===== src/rtl/smem_drain_pkg.sv =====
// rtl/smem_drain_pkg.sv - shared types and sizes for the SMEM mem-buffer drain
package smem_drain_pkg;
  localparam int ENTRY_W      = 64;
  localparam int ADDR_W       = 7;
  localparam int MEM_SIZE_MAX = 127;

  typedef enum logic [2:0] {
    IDLE,
    ISSUE,
    WAIT,
    HOLD,
    RELEASE
  } state_t;
endpackage


===== src/rtl/smem_fin_fifo.sv =====
// rtl/smem_fin_fifo.sv - synchronous FIFO of pending finish events {read_num, mem_size}
module smem_fin_fifo #(
  parameter int WIDTH = 13,
  parameter int DEPTH = 4
) (
  input  logic                     clk,
  input  logic                     rst,
  input  logic                     push,
  input  logic [WIDTH-1:0]         push_data,
  input  logic                     pop,
  output logic [WIDTH-1:0]         pop_data,
  output logic                     full,
  output logic                     empty,
  output logic [$clog2(DEPTH):0]   count
);
  localparam int PTR_W = $clog2(DEPTH);
  localparam int CNT_W = PTR_W + 1;

  logic [WIDTH-1:0] mem [DEPTH];
  logic [PTR_W-1:0] wr_ptr;
  logic [PTR_W-1:0] rd_ptr;
  logic             do_push;
  logic             do_pop;

  assign full     = (count == CNT_W'(DEPTH));
  assign empty    = (count == '0);
  assign do_push  = push && !full;
  assign do_pop   = pop && !empty;
  assign pop_data = mem[rd_ptr];

  always_ff @(posedge clk) begin
    if (do_push) mem[wr_ptr] <= push_data;
  end

  // Pointers wrap naturally because DEPTH is a power of two.
  always_ff @(posedge clk) begin
    if (rst) begin
      wr_ptr <= '0;
      rd_ptr <= '0;
      count  <= '0;
    end else begin
      if (do_push) wr_ptr <= wr_ptr + PTR_W'(1);
      if (do_pop)  rd_ptr <= rd_ptr + PTR_W'(1);
      count <= count + CNT_W'(do_push) - CNT_W'(do_pop);
    end
  end
endmodule


===== src/rtl/smem_mem_drain.sv =====
// rtl/smem_mem_drain.sv - drains finished reads' mem buffers onto a valid/ready stream
// Optional counters stat_entries/stat_reads are built only with SMEM_DRAIN_STATS_EN.
module smem_mem_drain
  import smem_drain_pkg::*;
#(
  parameter int READ_NUM_WIDTH = 6,
  parameter int FIN_FIFO_DEPTH = 4,
  parameter int RD_LATENCY     = 1
) (
  input  logic                      clk,
  input  logic                      rst,
  input  logic                      finish_sign,
  input  logic [READ_NUM_WIDTH-1:0] finish_read_num,
  input  logic [ADDR_W-1:0]         finish_mem_size,
  output logic                      fin_full,
  output logic                      overflow,
  output logic                      rd_en,
  output logic [READ_NUM_WIDTH-1:0] rd_read_num,
  output logic [ADDR_W-1:0]         rd_addr,
  input  logic [ENTRY_W-1:0]        rd_x_0,
  input  logic [ENTRY_W-1:0]        rd_x_1,
  input  logic [ENTRY_W-1:0]        rd_x_2,
  input  logic [ENTRY_W-1:0]        rd_x_info,
  output logic                      out_valid,
  input  logic                      out_ready,
  output logic [READ_NUM_WIDTH-1:0] out_read_num,
  output logic [ENTRY_W-1:0]        out_x_0,
  output logic [ENTRY_W-1:0]        out_x_1,
  output logic [ENTRY_W-1:0]        out_x_2,
  output logic [ENTRY_W-1:0]        out_x_info,
  output logic                      out_last,
  output logic                      out_empty,
  output logic                      release_valid,
  output logic [READ_NUM_WIDTH-1:0] release_read_num,
  output logic [31:0]               stat_entries,
  output logic [31:0]               stat_reads
);
  localparam int FIFO_W = READ_NUM_WIDTH + ADDR_W;
  localparam int CNT_W  = $clog2(FIN_FIFO_DEPTH) + 1;

  state_t                    state, state_nxt;
  logic [READ_NUM_WIDTH-1:0] num;
  logic [ADDR_W-1:0]         size;
  logic [ADDR_W-1:0]         idx;
  logic [1:0]                lat_cnt;
  logic                      pop, capture, hs;
  logic                      fifo_full, fifo_empty;
  logic [CNT_W-1:0]          fifo_count;
  logic [FIFO_W-1:0]         fifo_data;
  logic [READ_NUM_WIDTH-1:0] pop_num;
  logic [ADDR_W-1:0]         pop_size;

  smem_fin_fifo #(.WIDTH(FIFO_W), .DEPTH(FIN_FIFO_DEPTH)) u_fifo (
    .clk       (clk),
    .rst       (rst),
    .push      (finish_sign),
    .push_data ({finish_read_num, finish_mem_size}),
    .pop       (pop),
    .pop_data  (fifo_data),
    .full      (fifo_full),
    .empty     (fifo_empty),
    .count     (fifo_count)
  );

  assign {pop_num, pop_size} = fifo_data;
  assign fin_full            = (fifo_count == CNT_W'(FIN_FIFO_DEPTH));
  assign rd_addr             = idx;
  assign rd_read_num         = num;
  assign release_read_num    = num;

  always_ff @(posedge clk) begin
    if (rst) overflow <= 1'b0;
    else if (finish_sign && fifo_full) overflow <= 1'b1;
  end

  always_ff @(posedge clk) begin
    if (rst) state <= IDLE;
    else     state <= state_nxt;
  end

  // out_last is also set for empty reads, so it alone selects RELEASE.
  always_comb begin
    state_nxt     = state;
    pop           = 1'b0;
    capture       = 1'b0;
    hs            = 1'b0;
    rd_en         = 1'b0;
    release_valid = 1'b0;
    case (state)
      IDLE: begin
        if (!fifo_empty) begin
          pop       = 1'b1;
          state_nxt = (pop_size == '0) ? HOLD : ISSUE;
        end
      end
      ISSUE: begin
        rd_en     = 1'b1;
        state_nxt = WAIT;
      end
      WAIT: begin
        if (lat_cnt == 2'(RD_LATENCY)) begin
          capture   = 1'b1;
          state_nxt = HOLD;
        end
      end
      HOLD: begin
        if (out_ready) begin
          hs        = 1'b1;
          state_nxt = out_last ? RELEASE : ISSUE;
        end
      end
      RELEASE: begin
        release_valid = 1'b1;
        state_nxt     = IDLE;
      end
      default: state_nxt = IDLE;
    endcase
  end

  always_ff @(posedge clk) begin
    if (rst) begin
      num          <= '0;
      size         <= '0;
      idx          <= '0;
      lat_cnt      <= '0;
      out_valid    <= 1'b0;
      out_last     <= 1'b0;
      out_empty    <= 1'b0;
      out_read_num <= '0;
      out_x_0      <= '0;
      out_x_1      <= '0;
      out_x_2      <= '0;
      out_x_info   <= '0;
    end else begin
      if (pop) begin
        num  <= pop_num;
        size <= pop_size;
        idx  <= '0;
        if (pop_size == '0) begin
          out_valid    <= 1'b1;
          out_empty    <= 1'b1;
          out_last     <= 1'b1;
          out_read_num <= pop_num;
          out_x_0      <= '0;
          out_x_1      <= '0;
          out_x_2      <= '0;
          out_x_info   <= '0;
        end
      end
      if (state == ISSUE)     lat_cnt <= 2'd1;
      else if (state == WAIT) lat_cnt <= lat_cnt + 2'd1;
      if (capture) begin
        out_valid    <= 1'b1;
        out_empty    <= 1'b0;
        out_last     <= (idx == size - ADDR_W'(1));
        out_read_num <= num;
        out_x_0      <= rd_x_0;
        out_x_1      <= rd_x_1;
        out_x_2      <= rd_x_2;
        out_x_info   <= rd_x_info;
      end
      if (hs) begin
        out_valid <= 1'b0;
        out_last  <= 1'b0;
        out_empty <= 1'b0;
        if (!out_last) idx <= idx + ADDR_W'(1);
      end
    end
  end

`ifdef SMEM_DRAIN_STATS_EN
  logic [31:0] entries_q, reads_q;
  always_ff @(posedge clk) begin
    if (rst) begin
      entries_q <= '0;
      reads_q   <= '0;
    end else begin
      if (hs && !out_empty) entries_q <= entries_q + 32'd1;
      if (release_valid)    reads_q   <= reads_q + 32'd1;
    end
  end
  assign stat_entries = entries_q;
  assign stat_reads   = reads_q;
`else
  assign stat_entries = '0;
  assign stat_reads   = '0;
`endif
endmodule


===== config.mk =====
export PLATFORM = sky130hd
export DESIGN_NAME = smem_mem_drain
export DESIGN_NICKNAME = d
export VERILOG_FILES = /design/src/rtl/smem_drain_pkg.sv /design/src/rtl/smem_fin_fifo.sv /design/src/rtl/smem_mem_drain.sv
export SDC_FILE = /design/constraint.sdc
export NUM_CORES = 1
export LEC_CHECK = 0
export CORE_AREA = 2 2 240 242
export CTS_CLUSTER_SIZE = 20
export DETAILED_ROUTE_END_ITERATION = 8
export DIE_AREA = 0 0 242 244
export HOLD_SLACK_MARGIN = 0.06
export SETUP_SLACK_MARGIN = 0.5
export SLEW_MARGIN = 20
export SYNTH_ARGS = -nofsm -noshare
export SYNTH_HDL_FRONTEND = slang
export SYNTH_SLANG_ARGS = --single-unit

===== constraint.sdc =====
create_clock -name clk -period 3.4 [get_ports clk]
set_input_delay 0.85 -clock clk [delete_from_list [all_inputs] [get_ports clk]]
set_output_delay 0.85 -clock clk [all_outputs]
set_load 0.005 [all_outputs]

==> out/qor.txt <==
Outcome: finished, final reports clean
All-layer global routing usage: 12.3%
Async S/R FF share, synth: 0%
Setup crit end kind: flop
Worst skew pair latency: 560 ps
Die Y: 244 um
Final Hold Viols: 0
Clock Pin Slew Worst Setup and Hold Paths: 60 ps
Antenna viol nets, final: 0
H-tree levels: 2
Post-Syn Instances: 965
Non-filler cells, final: 2303
Worst r2r dst: out_x_2[37]
Dpl cell area: 0.0184 mm2
Clock Path Buffers: 3
# setup viols final: 0
CORE AREA: 0.0562 mm2
Yosys cell types: 45
Nets: 1800
Grt ovf: 0
Post-synthesis sequential area ratio: 61.1%
FF+latch count, synth: 352
Critical Path Fanout Max: 10
Post-synthesis average cell area: 12.8 um2
Final min period: 2790 ps
Tcrit/Tclk final: 82.1%
# clock sinks: 352
Min Hold Slack: 473 ps
Final core utilization: 35.3%
Input/output buffers: 560
DR vias/cell: 4.18
Via count: 9622
CP cell instances: mux4_2 > nor4_4 > nand4b_4 > and3b_1 > buf_4 > a22o_1
Initial antenna violation count: 0
Rows: 87
Largest net degree at the start of global routing: 126
DR WL/cell: 17.2 um
Worst setup path class: flop to flop
Die area: 0.0590 mm2
Synth warnings: 0
First-pass GRT wire length: 57900 um
Critical path depth: 6
Cell area after layout: 0.0198 mm2
Family with the most delay on the worst path: simple AND/OR/NAND/NOR gates
Worst VDD drop: 0.000347 V
Antenna diodes: 0
Fraction of layout cells with a size suffix above 1: 7.56%
R2r setup slk: 610 ps
Placed insts: 2224
Starting density of the core: 22.0%
DRC errors left: 0
EDFF count, synth: 52
Leakage: 7.40 nW
Root Buffer: clkbuf_16
Prevailing post-synth register cell: dfxtp_1
Crit-path max cell delay: 580 ps
Num CTS Buffers: 40
Vias in the first global route: 9592
Layout Area Growth over Synthesis: 60.0%
Hpwl dp: 28500 um
Chip Width: 242 um
CP endpoint: out_x_2[37]
Crit-path slowest cell: mux4_2
Cells on worst reg2reg path: 6
Buf/Inv on CP: 1
Fillers: 5508
Post-Route WL: 39700 um
Slew Limit Fails: 0
Worst Hold Class: flop to flop
CP arrival: 3240 ps
Measured slew at the worst slew-check pin: 715 ps
Startpoint class of the critical path: flop
Fmax: 0.358 GHz
Io pins: 625
Cell area power density: 593 mW/mm2
DRT iter0 DRCs: 367
1st-pass router iterations: 4
Setup TNS: 0 ps
Clock Skews: 22.3 ps
Gpl congestion: 0.866
Rel. slew slack: 52.3%
CP required: 3850 ps
CTS tree: built
RSZ-0062 raised after global routing: yes
# Max-Cap Violations: 0
Post-Syn Area: 0.0124 mm2
worst min-delay path, stage by stage (launching register included):
cell and delay [ps]:
dfxtp_1 320, nand2_1 50, a21oi_1 60
final cells by class:
cell class                      instances  area [um2]  share of cell area (%)
Clock buffer                           53        1130                    5.71
Clock inverter                         19         200                    1.01
Inverter                               15        56.3                   0.284
Multi-Input combinational cell        520        4010                    20.3
Sequential cell                       352        7570                    38.2
Tap cell                              756         946                    4.78
Timing Repair Buffer                  588        5890                    29.7
repair_timing:
action	in CTS	in global routing
endpoints found under the setup margin	215	201
hold buffers	0	0
gates resized for setup	1	2
gates cloned	0	3
setup buffers	0	4
pin swaps	0	2
how the worst min path moves through the flow:
| stage | startpoint | to | slack, ps | depth (start not counted) |
|---|---|---|---|---|
| after CTS | size[6] | size[6] | 480 | 2 |
| after floorplan | out_empty | out_empty | 440 | 2 |
| after detailed placement | out_x_1[45] | out_x_1[45] | 460 | 1 |
| after global placement | overflow | overflow | 450 | 2 |
| final | size[6] | size[6] | 470 | 2 |
| after global routing | out_x_1[36] | out_x_1[36] | 490 | 1 |
metal layers:
| layer | track usage (%) | share of wire, % |
|---|---|---|
| met1 | 14.4 | 40 |
| met2 | 21.3 | 49 |
| met3 | 4.03 | 7.8 |
| met4 | 3.87 | 2.4 |
| met5 | 0 | 0 |
report_power, final:
group / leakage (nW) / internal (W) / switching, W
Combinational: 3.84 / 0.00139 / 0.00111
Clock: 0.658 / 0.00252 / 0.00176
Sequential: 2.90 / 0.00464 / 0.000318
flip-flops by register name, summed over array words and instances (netlist names), named ones only:
| signal | count |
|---|---|
| out_valid | 1 |
| rd_read_num | 6 |
| rd_addr | 7 |
| out_read_num | 6 |
| out_empty | 1 |
| out_x_2 | 64 |
| out_x_info | 64 |
| out_x_1 | 64 |
| overflow | 1 |
| u_fifo.rd_ptr | 2 |
| out_last | 1 |
| out_x_0 | 64 |
| u_fifo.mem | 52 |
| size | 7 |
| state | 3 |
| lat_cnt | 2 |
| u_fifo.count | 3 |
| u_fifo.wr_ptr | 2 |
logic make-up after synthesis:
kind of cell    count (synthesis)  share of synthesized area, %
compound gates                296                          20.1
xor+xnor                       18                          1.27
fa+ha+maj                      10                          1.07
buf+inv                       159                          8.70
flops                         352                          61.1
mux                            25                          3.37
other cells                     1                        0.0303
simple gates                  104                          4.34
layout by cell type, fill, tap and decap left out, drive strengths merged, types with 8 or more instances in the layout:
master         instances
conb                  64
edfxtp                52
mux2i                  9
nor2                  23
clkdlybuf4s50        560
clkbuf                53
clkinv                13
xnor2                  9
a22o                 256
inv                   18
dfxtp                300
buf                   28
nand4b                 8
nand2                 40
a21oi                 20
mux4                  13
ha                     9
xor2                   9
Yosys cell counts (4+ instances only):
cell type    n  share of area [%]
nand4b_1     7               0.50
and2_1       6               0.30
a21oi_1     20               0.81
xnor2_1      9               0.64
inv_1       15               0.45
nand3_1      4               0.16
nor3_1       7               0.28
o31ai_1      7               0.42
nand2_1     40                1.2
mux2i_1      9               0.73
edfxtp_1    52                 13
buf_4       70                4.2
mux4_2      13                2.4
a22o_1     256                 18
nor2b_1      4               0.20
xor2_1       9               0.64
dfxtp_1    300                 49
ha_1         9               0.91
nor2_1      23               0.70
buf_6       29                2.6
clkbuf_1    42                1.3
through the flow:
| step | setup slack [ps] | power [W] |
|---|---|---|
| 2_1_floorplan | 919 | 0.00634 |
| 6_report | 607 | 0.0117 |
| 3_3_place_gp | 463 | 0.00748 |
| 4_1_cts | 508 | 0.0119 |
| 3_5_place_dp | 398 | 0.00755 |
| 5_1_grt | 423 | 0.0124 |
(Power assumes the default switching activity.)
